[config.mk]
export PLATFORM = sky130hd
export DESIGN_NAME = lsu_dmem_adapter
export DESIGN_NICKNAME = d
export VERILOG_FILES = /design/src/rtl/lsu_dmem_adapter.sv
export SDC_FILE = /design/constraint.sdc
export NUM_CORES = 1
export LEC_CHECK = 0
export CAP_MARGIN = 5
export CORE_AREA = 2 2 94 142
export CTS_CLUSTER_SIZE = 10
export DETAILED_ROUTE_END_ITERATION = 8
export DIE_AREA = 0 0 96 144
export DONT_BUFFER_PORTS = 1
export GPL_TIMING_DRIVEN = 0
export PLACE_DENSITY_LB_ADDON = 0.08
export SETUP_SLACK_MARGIN = 0.05
export SYNTH_ARGS = -nofsm -noshare
export SYNTH_HDL_FRONTEND = slang
export SYNTH_SLANG_ARGS = --single-unit
export TNS_END_PERCENT = 20
[constraint.sdc]
create_clock -name i_clk -period 11.8 [get_ports i_clk]
set_clock_uncertainty 0.15 [all_clocks]
set_input_delay 1.18 -clock i_clk [delete_from_list [all_inputs] [get_ports i_clk]]
set_output_delay 1.18 -clock i_clk [all_outputs]
set_load 0.01 [all_outputs]
[src/rtl/lsu_dmem_adapter.sv]
// RV32 load/store adapter in front of a word-wide data memory: lane shifting, masks, load extension, faults.
// Define LSU_MISALIGNED_SPLIT_EN to split word-crossing misaligned accesses into two memory cycles.
module lsu_dmem_adapter #(
  parameter int MEM_WORDS = 2048
) (
  input  logic        i_clk,
  input  logic        i_rst,
  input  logic        i_req_valid,
  output logic        o_req_ready,
  input  logic        i_req_store,
  input  logic [2:0]  i_req_funct3,
  input  logic [31:0] i_req_addr,
  input  logic [31:0] i_req_wdata,
  output logic        o_rsp_valid,
  input  logic        i_rsp_ready,
  output logic [31:0] o_rsp_rdata,
  output logic        o_rsp_fault,
  output logic [31:0] o_mem_addr,
  output logic [31:0] o_mem_write_data,
  output logic [31:0] o_mem_write_mask,
  output logic        o_mem_write_enable,
  input  logic [31:0] i_mem_read_data
);

`ifdef LSU_MISALIGNED_SPLIT_EN
  localparam bit SPLIT_EN = 1'b1;
`else
  localparam bit SPLIT_EN = 1'b0;
`endif
  localparam logic [31:0] BYTE_LIMIT = 32'(MEM_WORDS * 4);

  typedef enum logic [1:0] {IDLE, SECOND, RESP} state_t;

  typedef struct packed {
    logic        store;
    logic [2:0]  funct3;
    logic [31:0] addr;
    logic [31:0] wdata;
  } req_t;

  function automatic logic [2:0] f3_size(input logic [1:0] w);
    case (w)
      2'b00:   return 3'd1;
      2'b01:   return 3'd2;
      default: return 3'd4;
    endcase
  endfunction

  function automatic logic [31:0] size_mask(input logic [2:0] sz);
    case (sz)
      3'd1:    return 32'h0000_00FF;
      3'd2:    return 32'h0000_FFFF;
      default: return 32'hFFFF_FFFF;
    endcase
  endfunction

  function automatic logic [31:0] load_ext(input logic [31:0] f, input logic [2:0] f3);
    case (f3)
      3'b000:  return {{24{f[7]}}, f[7:0]};
      3'b001:  return {{16{f[15]}}, f[15:0]};
      3'b100:  return {24'h0, f[7:0]};
      3'b101:  return {16'h0, f[15:0]};
      default: return f;
    endcase
  endfunction

  state_t      state, state_nxt;
  req_t        hold;
  logic [31:0] lo_word;

  logic [2:0]  req_size;
  logic        req_illegal, req_range, req_misal, req_cross, req_fault, req_split;
  logic [31:0] req_last;
  logic [4:0]  req_sh;
  logic        accept;

  always_comb begin
    req_size = f3_size(i_req_funct3[1:0]);
    case (i_req_funct3)
      3'b000, 3'b001, 3'b010: req_illegal = 1'b0;
      3'b100, 3'b101:         req_illegal = i_req_store;
      default:                req_illegal = 1'b1;
    endcase
    // Byte-granular bound on both ends is the same as checking first and last word index.
    req_last  = i_req_addr + 32'(req_size) - 32'd1;
    req_range = (i_req_addr >= BYTE_LIMIT) || (req_last >= BYTE_LIMIT);
    req_misal = (req_size == 3'd2 && i_req_addr[0]) ||
                (req_size == 3'd4 && i_req_addr[1:0] != 2'b00);
    // A halfword at offset 1 is misaligned but fits one word, so it needs no second cycle.
    req_cross = ({1'b0, i_req_addr[1:0]} + req_size) > 3'd4;
    req_fault = req_illegal || req_range || (req_misal && !SPLIT_EN);
    req_split = SPLIT_EN && req_cross && !req_fault;
    req_sh    = {i_req_addr[1:0], 3'b000};
  end

  logic [2:0]  h_size;
  logic [4:0]  h_sh;
  logic [5:0]  h_rsh;
  logic [31:0] h_merged;

  assign h_size   = f3_size(hold.funct3[1:0]);
  assign h_sh     = {hold.addr[1:0], 3'b000};
  assign h_rsh    = 6'd32 - {1'b0, h_sh};
  assign h_merged = (lo_word >> h_sh) | (i_mem_read_data << h_rsh);

  assign o_req_ready = (state == IDLE) || (state == RESP && i_rsp_ready);
  assign accept      = i_req_valid && o_req_ready;
  assign o_rsp_valid = (state == RESP);

  always_ff @(posedge i_clk or posedge i_rst) begin
    if (i_rst) state <= IDLE;
    else       state <= state_nxt;
  end

  always_comb begin
    state_nxt = state;
    case (state)
      SECOND: state_nxt = RESP;
      default: begin
        if (accept)           state_nxt = req_split ? SECOND : RESP;
        else if (i_rsp_ready) state_nxt = IDLE;
      end
    endcase
  end

  always_comb begin
    o_mem_addr         = '0;
    o_mem_write_data   = '0;
    o_mem_write_mask   = '0;
    o_mem_write_enable = 1'b0;
    case (state)
      SECOND: begin
        // Remaining lanes are the bits shifted out of the top of the first word.
        o_mem_addr         = {2'b00, hold.addr[31:2]} + 32'd1;
        o_mem_write_mask   = size_mask(h_size) >> h_rsh;
        o_mem_write_data   = hold.wdata >> h_rsh;
        o_mem_write_enable = hold.store;
      end
      default: begin
        if (accept && !req_fault) begin
          o_mem_addr         = {2'b00, i_req_addr[31:2]};
          o_mem_write_mask   = size_mask(req_size) << req_sh;
          o_mem_write_data   = i_req_wdata << req_sh;
          o_mem_write_enable = i_req_store;
        end
      end
    endcase
  end

  always_ff @(posedge i_clk or posedge i_rst) begin
    if (i_rst) begin
      hold        <= '0;
      lo_word     <= '0;
      o_rsp_rdata <= '0;
      o_rsp_fault <= 1'b0;
    end else if (accept) begin
      hold        <= req_t'{i_req_store, i_req_funct3, i_req_addr, i_req_wdata};
      lo_word     <= i_mem_read_data;
      o_rsp_fault <= req_fault;
      o_rsp_rdata <= (req_fault || i_req_store || req_split) ? '0
                   : load_ext(i_mem_read_data >> req_sh, i_req_funct3);
    end else if (state == SECOND) begin
      o_rsp_fault <= 1'b0;
      o_rsp_rdata <= hold.store ? '0 : load_ext(h_merged, hold.funct3);
    end
  end

endmodule

==> flow_metrics.env <==
export IMPL_status="finished clean"
export IMPL_cts_root_buf="clkbuf_16"
export IMPL_internal_power_w=0.000266
export IMPL_die_width_um=96
export IMPL_maxSlewHeadroom=0.254
export IMPL_antenna_found_initial=0
export IMPL_crit_path_start_kind="input pin"
export IMPL_p_leak_nw=2.52
export IMPL_fin_crit_sh=0.720
export IMPL_switching_share=0.404
export IMPL_max_stage_delay_ns=0.91
export IMPL_final_antenna_net_count=0
export IMPL_syn_instance_count=740
export IMPL_vdd_drop_max_uv=49.1
export IMPL_postCtsSetupRepairBufs=0
export IMPL_crit_chain="buf_2 > clkbuf_1 > buf_1 > clkbuf_1 > inv_1 > ha_1 > inv_1 > ha_1 > fa_1 > a211oi_1 > o311ai_0 > nand3_1 > and3b_1 > o2bb2ai_1 > nor4_1 > nand4_1 > nand4b_1 > buf_2 > buf_2 > nor3_1 > buf_4"
export IMPL_ys_ff_latch=34
export IMPL_cp_num_buf_inv=9
export IMPL_synth_area_per_cell_um2=7.50
export IMPL_numPortBuffers=0
export IMPL_regArea_um2=851
export IMPL_area_growth_pct=6.49
export IMPL_cap_violations=0
export IMPL_yosysWarnings=0
export IMPL_worstHoldPathType="reg2reg"
export IMPL_whs_ns=0.402
export IMPL_holdBufCountCts=0
export IMPL_cts_sinks=34
export IMPL_power_switching_w=0.000180
export IMPL_grt_max_degree=35
export IMPL_setup_viol=0
export IMPL_synth_area_um2=5550
export IMPL_cp_slowest_cell="nor3_1"
export IMPL_clk_pin_slew_ns=0.06
export IMPL_ctsResizeCount=0
export IMPL_numCtsBuffers=5
export IMPL_rsz0062_at_grt="no"
export IMPL_drtPass1Iterations=4
export IMPL_worst_setup_path_type="in2out"
export IMPL_fillers=1292
export IMPL_ys_seq_area_frac=0.153
export IMPL_overflow=0
export IMPL_wl_per_cell_um=20.9
export IMPL_cp_data_required_time_ns=10.47
export IMPL_io_pins=236
export IMPL_fin_setup_tns_ns=0
export IMPL_worst_pin_slew_ns=1.11
export IMPL_drt_iter0_markers=170
export IMPL_wirelength_mm=18.9
export IMPL_rows=51
export IMPL_num_vias=5637
export IMPL_num_antenna_cells=0
export IMPL_gp_congestion=0.919
export IMPL_drive_above_1_share=0.111
export IMPL_grt_pass1_vias=5626
export IMPL_seqPwrFrac=0.262
export IMPL_hold_violations=0
export IMPL_coreArea_um2=12700
export IMPL_fp_dieH_um=144
export IMPL_drc=0
export IMPL_cp_end_kind="primary output"
export IMPL_vias_per_cell=6.21
export IMPL_cp_top_family="buffers and inverters"
export IMPL_cts_buffer_depth=2
export IMPL_multi_input_area_um2=4060
export IMPL_die_area_um2=13800
export IMPL_worstPathArrival_ns=7.17
export IMPL_clk_latency_ns=0.28
export IMPL_fin_util=0.466
export IMPL_grt_util_all_layers=0.259
export IMPL_max_freq_ghz=0.118
export IMPL_synthFlopType="dfrtp_1"
export IMPL_grt_pass1_wl_mm=28.6
export IMPL_worst_path_most_repeated_cell="buf_2"
export IMPL_nets=907
export IMPL_start_util=0.437
export IMPL_clkPwrFrac=0.303
export IMPL_regToRegSetupSlack_ns=8.68
export IMPL_period_needed_ns=8.50
export IMPL_htreeDepth=2
export IMPL_cts_tree="yes"
export IMPL_hpwl_mm=15.2
export IMPL_cp_max_fo=10
export IMPL_async_flop_share=1.00
export IMPL_ys_types=70
export IMPL_combPwrFrac=0.435
export IMPL_power_density_nw_per_um2=75.6
export IMPL_slew_viol_final=0
export IMPL_synth_edf_count=0
[power by group through the flow]
| stage | registers [W] | logic, W | clock network (W) |
|---|---|---|---|
| floorplan | 0.000119 | 0.000146 | 0 |
| global placement | 0.000119 | 0.000189 | 0 |
| detailed placement | 0.000119 | 0.000191 | 0 |
| CTS | 0.000117 | 0.000193 | 0.000136 |
| global route | 0.000117 | 0.000216 | 0.000140 |
| finish | 0.000117 | 0.000194 | 0.000135 |
[per-layer routing]
metal	global-route usage	share of wire
met5	0	0
met3	0.0344	0.069
met2	0.492	0.53
met4	0.0932	0.032
met1	0.286	0.37
[state kept, by name (all words and copies together), names as in the netlist]
signal and cells:
o_rsp_fault 1, o_rsp_rdata 32, state 1
[worst register-to-register path: stages, from the launching register on]
cell and delay [ns]:
dfrtp_1 0.41, nand2b_1 0.20, nand2_1 0.23, a2111oi_0 0.36
nand3_1 0.12, nor4_1 0.36, nand4_1 0.18, nor4_2 0.20
nand4b_1 0.11, buf_2 0.23, buf_6 0.20, o41ai_4 0.27
[synth_stat cells, types with 6 or more instances]
cell type   n  share of area
and2_1      7         0.0079
a211oi_1   22          0.030
a2111oi_2   7          0.019
nor2b_1    28          0.032
mux2_2      9          0.018
a22o_1     26          0.041
o31ai_1     7         0.0095
buf_4      32          0.043
nand2_1    51          0.034
buf_2       9         0.0081
dfrtp_1    34           0.15
o21bai_1    6         0.0081
a211o_1     9          0.014
nor4_1     12          0.014
nand4_1     6         0.0068
a21oi_1    62          0.056
ha_1       54           0.12
buf_1      10         0.0068
nand3_1     8         0.0072
clkbuf_1   31          0.021
nand2b_1   14          0.016
nor3_1     78          0.070
o21ai_0    22          0.020
nor2_1     34          0.023
inv_1      50          0.034
mux2i_1    27          0.049
[cell type report]
class / count / share of cell area
Buffer: 84 / 0.0781
Multi-Input combinational cell: 573 / 0.687
Inverter: 50 / 0.0317
Clock buffer: 6 / 0.0235
Clock inverter: 2 / 0.00212
Tap cell: 159 / 0.0337
Sequential cell: 34 / 0.144
[logic make-up (layout without fill, tap and decap cells)]
| kind of cell | after synthesis | after routing | share of synthesized area |
|---|---|---|---|
| DFF | 34 | 34 | 0.153 |
| xor gates and xnor gates | 7 | 7 | 0.0110 |
| buffers and inverters | 134 | 142 | 0.117 |
| adders and majority gates | 55 | 55 | 0.125 |
| and+or+nand+nor | 263 | 263 | 0.250 |
| AOI/OAI and AO/OA | 209 | 209 | 0.274 |
| muxes | 37 | 37 | 0.0690 |
| other | 1 | 2 | 0.000675 |
[metrics by stage]
step | setup slack [ns] | instance area (um2) | total power [W] | cells
floorplan | 4.51 | 5560 | 0.000265 | 741
global placement | 3.13 | 5750 | 0.000308 | 900
detailed placement | 3.44 | 5760 | 0.000311 | 900
CTS | 3.41 | 5910 | 0.000445 | 908
global route | 2.88 | 5910 | 0.000473 | 908
finish | 3.30 | 5910 | 0.000447 | 908
[cell usage in the layout, fill, tap and decap left out, types with 8 or more instances in the layout]
cell type / n
mux2i_1: 27
nand3_1: 8
buf_2: 9
buf_4: 32
nor2_1: 34
inv_1: 49
o21ai_0: 22
buf_1: 10
nor3_1: 78
ha_1: 54
a211oi_1: 22
mux2_2: 9
clkbuf_1: 31
nand2_1: 51
nor4_1: 11
nand2b_1: 14
a22o_1: 26
nor2b_1: 28
a21oi_1: 62
a211o_1: 9
dfrtp_1: 34
[path summary, 6_finish.rpt]
check,start,to,cells after the start
min in group asynchronous,i_rst,o_rsp_rdata[15]$_DFFE_PP0P_,1
hold / removal,o_rsp_rdata[0]$_DFFE_PP0P_,o_rsp_rdata[0]$_DFFE_PP0P_,2
max in group asynchronous,i_rst,o_rsp_rdata[22]$_DFFE_PP0P_,1
hold reg to reg,o_rsp_rdata[0]$_DFFE_PP0P_,o_rsp_rdata[0]$_DFFE_PP0P_,2
setup / recovery,i_req_addr[1],o_mem_write_mask[17],21
setup reg to reg,state[1]$_DFFE_PP0P_,o_rsp_rdata[7]$_DFFE_PP0P_,11
Note: power is estimated with default switching activity, not from simulation.
